$ cat src/rtl/pll_lock_sequencer.sv
// Power-up and lock-qualification sequencer for the iCE40 PLL, clocked by the reference clock.
// Optional macro PLL_SEQ_LOSS_COUNTER_EN adds an 8-bit saturating RUN lock-loss counter.
module pll_lock_sequencer #(
   parameter int RESET_HOLD_CYCLES   = 16,
   parameter int LOCK_TIMEOUT_CYCLES = 5000,
   parameter int LOCK_STABLE_CYCLES  = 256,
   parameter int MAX_RETRIES         = 3,
   parameter int BYPASS_ON_FAIL      = 1
) (
   input  logic                               REFERENCECLK,
   input  logic                               RESET,
   input  logic                               PLL_LOCK,
   output logic                               PLL_RESETB,
   output logic                               PLL_BYPASS,
   output logic                               SYS_RESET,
   output logic                               READY,
   output logic                               FAULT,
   output logic [$clog2(MAX_RETRIES+1)-1:0]   RETRY_COUNT,
`ifdef PLL_SEQ_LOSS_COUNTER_EN
   output logic [2:0]                         STATE,
   output logic [7:0]                         LOSS_COUNT
`else
   output logic [2:0]                         STATE
`endif
);

   localparam int CNT_MAX_A = (RESET_HOLD_CYCLES > LOCK_TIMEOUT_CYCLES) ? RESET_HOLD_CYCLES
                                                                        : LOCK_TIMEOUT_CYCLES;
   localparam int CNT_MAX   = (CNT_MAX_A > LOCK_STABLE_CYCLES) ? CNT_MAX_A : LOCK_STABLE_CYCLES;
   localparam int CW        = (CNT_MAX > 1) ? $clog2(CNT_MAX) : 1;
   localparam int RW        = $clog2(MAX_RETRIES + 1);

   localparam logic [CW-1:0] HOLD_LAST    = CW'(RESET_HOLD_CYCLES - 1);
   localparam logic [CW-1:0] TIMEOUT_LAST = CW'(LOCK_TIMEOUT_CYCLES - 1);
   localparam logic [CW-1:0] STABLE_LAST  = CW'(LOCK_STABLE_CYCLES - 1);
   localparam logic [RW-1:0] RETRY_LAST   = RW'(MAX_RETRIES - 1);

   typedef enum logic [2:0] {
      ST_HOLD      = 3'd0,
      ST_WAIT_LOCK = 3'd1,
      ST_STABLE    = 3'd2,
      ST_RUN       = 3'd3,
      ST_FALLBACK  = 3'd4
   } state_e;

   state_e          state_q, state_d;
   logic [CW-1:0]   cnt_q, cnt_d;
   logic [RW-1:0]   retry_q, retry_d;
   logic            lock_meta_q, lock_meta_d;
   logic            lock_s_q, lock_s_d;
   logic            pll_resetb_q, pll_resetb_d;
   logic            pll_bypass_q, pll_bypass_d;
   logic            sys_reset_q, sys_reset_d;
   logic            ready_q, ready_d;
   logic            fault_q, fault_d;

   // NOTE: every signal written here gets a default first, so no path can leave it unassigned and infer a latch.
   always_comb begin
      lock_meta_d = PLL_LOCK;
      lock_s_d    = lock_meta_q;
      state_d     = state_q;
      cnt_d       = cnt_q + CW'(1);
      retry_d     = retry_q;

      case (state_q)
         ST_HOLD: begin
            if (cnt_q == HOLD_LAST) state_d = ST_WAIT_LOCK;
         end
         ST_WAIT_LOCK: begin
            if (lock_s_q) begin
               state_d = ST_STABLE;
            end else if (cnt_q == TIMEOUT_LAST) begin
               if (retry_q == RETRY_LAST) begin
                  state_d = ST_FALLBACK;
               end else begin
                  retry_d = retry_q + RW'(1);
                  state_d = ST_HOLD;
               end
            end
         end
         ST_STABLE: begin
            if (!lock_s_q)                 state_d = ST_WAIT_LOCK;
            else if (cnt_q == STABLE_LAST) state_d = ST_RUN;
         end
         ST_RUN: begin
            cnt_d = '0;
            if (!lock_s_q) state_d = ST_HOLD;
         end
         ST_FALLBACK: begin
            cnt_d = '0;
         end
         default: begin
            state_d = ST_HOLD;
         end
      endcase

      if (state_d != state_q) cnt_d = '0;
      if (state_d == ST_RUN)  retry_d = '0;

      // Outputs decode the next state so they move on the same edge as STATE.
      pll_resetb_d = !((state_d == ST_HOLD) || (state_d == ST_FALLBACK));
      pll_bypass_d = (state_d == ST_FALLBACK);
      ready_d      = (state_d == ST_RUN);
      fault_d      = fault_q || (state_d == ST_FALLBACK);
      if (state_d == ST_RUN)           sys_reset_d = 1'b0;
      else if (state_d == ST_FALLBACK) sys_reset_d = (BYPASS_ON_FAIL == 0);
      else                             sys_reset_d = 1'b1;
   end

   // NOTE: sequential state uses non-blocking assignments so every flop samples pre-edge values.
   always_ff @(posedge REFERENCECLK) begin
      if (RESET) begin
         state_q      <= ST_HOLD;
         cnt_q        <= '0;
         retry_q      <= '0;
         lock_meta_q  <= 1'b0;
         lock_s_q     <= 1'b0;
         pll_resetb_q <= 1'b0;
         pll_bypass_q <= 1'b0;
         sys_reset_q  <= 1'b1;
         ready_q      <= 1'b0;
         fault_q      <= 1'b0;
      end else begin
         state_q      <= state_d;
         cnt_q        <= cnt_d;
         retry_q      <= retry_d;
         lock_meta_q  <= lock_meta_d;
         lock_s_q     <= lock_s_d;
         pll_resetb_q <= pll_resetb_d;
         pll_bypass_q <= pll_bypass_d;
         sys_reset_q  <= sys_reset_d;
         ready_q      <= ready_d;
         fault_q      <= fault_d;
      end
   end

   assign PLL_RESETB  = pll_resetb_q;
   assign PLL_BYPASS  = pll_bypass_q;
   assign SYS_RESET   = sys_reset_q;
   assign READY       = ready_q;
   assign FAULT       = fault_q;
   assign RETRY_COUNT = retry_q;
   assign STATE       = state_q;

`ifdef PLL_SEQ_LOSS_COUNTER_EN
   logic [7:0] loss_q, loss_d;

   always_comb begin
      loss_d = loss_q;
      if ((state_q == ST_RUN) && (state_d == ST_HOLD) && (loss_q != 8'hFF)) loss_d = loss_q + 8'd1;
   end

   always_ff @(posedge REFERENCECLK) begin
      if (RESET) loss_q <= 8'd0;
      else       loss_q <= loss_d;
   end

   assign LOSS_COUNT = loss_q;
`endif

endmodule

$ cat config.mk
export PLATFORM = sky130hd
export DESIGN_NAME = pll_lock_sequencer
export DESIGN_NICKNAME = d
export VERILOG_FILES = /design/src/rtl/pll_lock_sequencer.sv
export SDC_FILE = /design/constraint.sdc
export NUM_CORES = 1
export LEC_CHECK = 0
export ABC_AREA = 1
export BUFFER_PORTS_ARGS = -buffer_cell sky130_fd_sc_hd__clkbuf_2
export CAP_MARGIN = 25
export CORE_MARGIN = 3
export CORE_UTILIZATION = 50
export CTS_BUF_LIST = sky130_fd_sc_hd__clkbuf_4
export CTS_CLUSTER_SIZE = 12
export DETAILED_ROUTE_END_ITERATION = 10
export PLACE_DENSITY = 0.69
export SETUP_SLACK_MARGIN = 0.02
export SLEW_MARGIN = 20
export SYNTH_ARGS = -nofsm -noshare
export SYNTH_HDL_FRONTEND = slang
export SYNTH_SLANG_ARGS = --single-unit
export TNS_END_PERCENT = 50
$ cat constraint.sdc
create_clock -name REFERENCECLK -period 3.1 [get_ports REFERENCECLK]
set_clock_uncertainty 0.15 [all_clocks]
set_input_delay 0.465 -clock REFERENCECLK [delete_from_list [all_inputs] [get_ports REFERENCECLK]]
set_output_delay 0.465 -clock REFERENCECLK [all_outputs]
set_load 0.01 [all_outputs]
==> results.ini <==
[run_status]
status = completed

[cells_and_area]
num_antenna_cells = 0
num-nets-final = 172
drive_above_1_share = 0.259
syn2layout_area_growth_pct = 9.24
fillerInstances = 195

[placement]
portBuffers = 12
place_congestion = 0.845
hpwl_um = 1620

[global_routing]
grt_pass1_wl_um = 3450
grt_pass1_vias = 843
grt_overflow_total = 0
antenna_found_initial = 0
grt_util_all_layers = 0.161
grt_max_degree = 14

[detailed_routing]
vias = 935
detail-route-antenna-nets = 0
drcViolationCount = 0
via_per_inst = 4.84
wl_per_cell_um = 10.7
detail_route.iter0.violations = 37
postRouteWirelength_um = 2060
firstDrtPassIters = 4

[setup_path]
critPathCaptureType = flop
crit_start = cnt_q[0]
required_ps = 3210
worst-setup-path-type = flop to flop
critical_path_arrival_ps = 2170
reg2reg_from = cnt_q[0]
critPathMaxFanout = 13
start_kind = flop

[logic_synthesis]
synth_seq_cells = 25
synth_area_leaders = dfxtp_1 (42%), nor2_1 (7.0%), xor2_1 (6.7%)
ys_seq_area_frac = 0.425
yosysTopAreaCellShare = 0.425
syn-num-nets = 157
post-synth-top-area-cell = dfxtp_1
ys_warn_count = 0
synth_cells = 152
synth_area_per_cell_um2 = 7.75
yosysUniqueCellTypes = 23
synth_area_um2 = 1180

[cts]
cts.clk_slew.worst_paths_ps = 130
cts-hold-fix-buffers = 0
cts_inserted_buffers = 3
cts_setup_buffers = 0
cts_num_sinks = 25
cts_resized = 0
h-tree-depth = 1
cts_buffer_depth = 2
clk_latency_ps = 320
cts_root_buf = clkbuf_4
cts_tree = done

[timing]
relSlewSlack = 0.642
setup_tns_ps = 0
hold_violations = 0
tightest_slew_ps = 533
fin_crit_sh = 0.666
fmax_mhz = 484
rsz0062_at_grt = false
final_max_slew_viol_count = 0
min_period_ps = 2070
setup_violations = 0

[power]
total_power_uw = 504
p_leak_nw = 0.532
ir_drop_mv = 0.272
p_per_area_nw_per_um2 = 392

[floorplan]
fp.dieW_um = 54.6
start_util = 0.561
boundaryPins = 13
die_h_um = 54.6
core-area_um2 = 2100
num_rows = 16
die_area_um2 = 2980

[hold_path]
min_from = PLL_LOCK
hp-class = primary input to flop

[run]
drv_cap = 0

==> cells in the mapped netlist <==
cell type  number
nand4_1         1
or2_2           1
nor3_2          1
nand3_2         2
nor3_4          1
inv_1          20
nand3_1        10
nor2_4          1
clkbuf_1        1
nand2_2         6
inv_2           3
buf_6           1
xor2_1          9
nor3_1          5
a21oi_1         2
nor2_1         22
nand2_1        20
xnor2_1         3
o21ai_0         3
ha_1            2
dfxtp_1        25
nor2_2         12
nor4_1          1
==> state kept, by name, summed over array words and instances (netlist names) <==
name and count:
cnt_q 13, STATE 3, RETRY_COUNT 2, FAULT 1, PLL_BYPASS 1, PLL_RESETB 1
READY 1, SYS_RESET 1, lock_meta_q 1, lock_s_q 1
==> area by class of cell <==
type	count	area, µm²	area share
multi-input combinational	102	577	0.448
inverter	23	86.3	0.0671
timing repair buffer	12	60.1	0.0466
tap	27	33.8	0.0262
clock buffer	4	30.0	0.0233
sequential	25	500	0.389
==> layout by cell type, fill, tap and decap left out <==
cell type,synthesis,final
a21oi_1,2,2
clkbuf_2,0,12
clkbuf_4,0,4
dfxtp_1,25,25
ha_1,2,2
inv_1,20,20
inv_2,3,3
nand2_1,20,20
nand2_2,6,6
nand3_1,10,10
nand3_2,2,2
nand4_1,1,1
nor2_1,22,22
nor2_2,12,12
nor2_4,1,1
nor3_1,5,5
nor3_2,1,1
nor3_4,1,1
nor4_1,1,1
o21ai_0,3,3
or2_2,1,1
xnor2_1,3,3
xor2_1,9,9
==> worst paths after layout <==
check | to | slack [ps] | cells after the start
min reg2reg | lock_s_q | 270 | 2
max reg2reg | cnt_q[2] | 1030 | 11
min | lock_meta_q | 170 | 3
max | cnt_q[2] | 1030 | 11
==> report_power, final <==
part	total, mW	switching, mW	internal (mW)
Sequential	0.329	0.00340	0.326
Combinational	0.0205	0.0134	0.00712
Clock	0.154	0.0951	0.0591
Total	0.504	0.112	0.392
==> critical path, stage by stage (launching register included) <==
cell and delay [ps]:
dfxtp_1 390, ha_1 260, nand2_1 80, nor2_1 150, nand3_1 110, nand2_1 90, inv_2 40, nor2_4 120
nand2_2 80, nand2_2 70, nand3_2 290, nor2_1 180
==> layer usage <==
| metal | vias to the layer above | part of all wire | global-route usage | wire length, µm |
|---|---|---|---|---|
| li1 | 492 | - | - | - |
| met1 | 416 | 0.47 | 0.207 | 960 |
| met2 | 22 | 0.47 | 0.253 | 959 |
| met3 | 5 | 0.047 | 0.0354 | 97 |
| met4 | 0 | 0.019 | 0.0747 | 40 |
| met5 | - | 0 | 0 | 0 |
==> stage by stage <==
step	area (µm²)	hold slack, ps	util	worst slack, ps	cells
5_1_grt	1290	196	0.613	847	193
6_report	1290	167	0.613	1030	193
3_5_place_dp	1260	251	0.598	1050	189
2_1_floorplan	1180	238	-	1390	152
3_3_place_gp	1260	249	0.598	1140	189
4_1_cts	1290	165	0.613	1010	193
==> cell families (layout without fill, tap and decap cells) <==
| family | Yosys count | in the layout | synth area share |
|---|---|---|---|
| flops | 25 | 25 | 0.425 |
| xor+xnor | 12 | 12 | 0.0892 |
| buf+inv | 25 | 39 | 0.0860 |
| compound gates | 5 | 5 | 0.0212 |
| fa+ha+maj | 2 | 2 | 0.0212 |
| simple gates | 83 | 83 | 0.358 |
(Power assumes the default switching activity.)
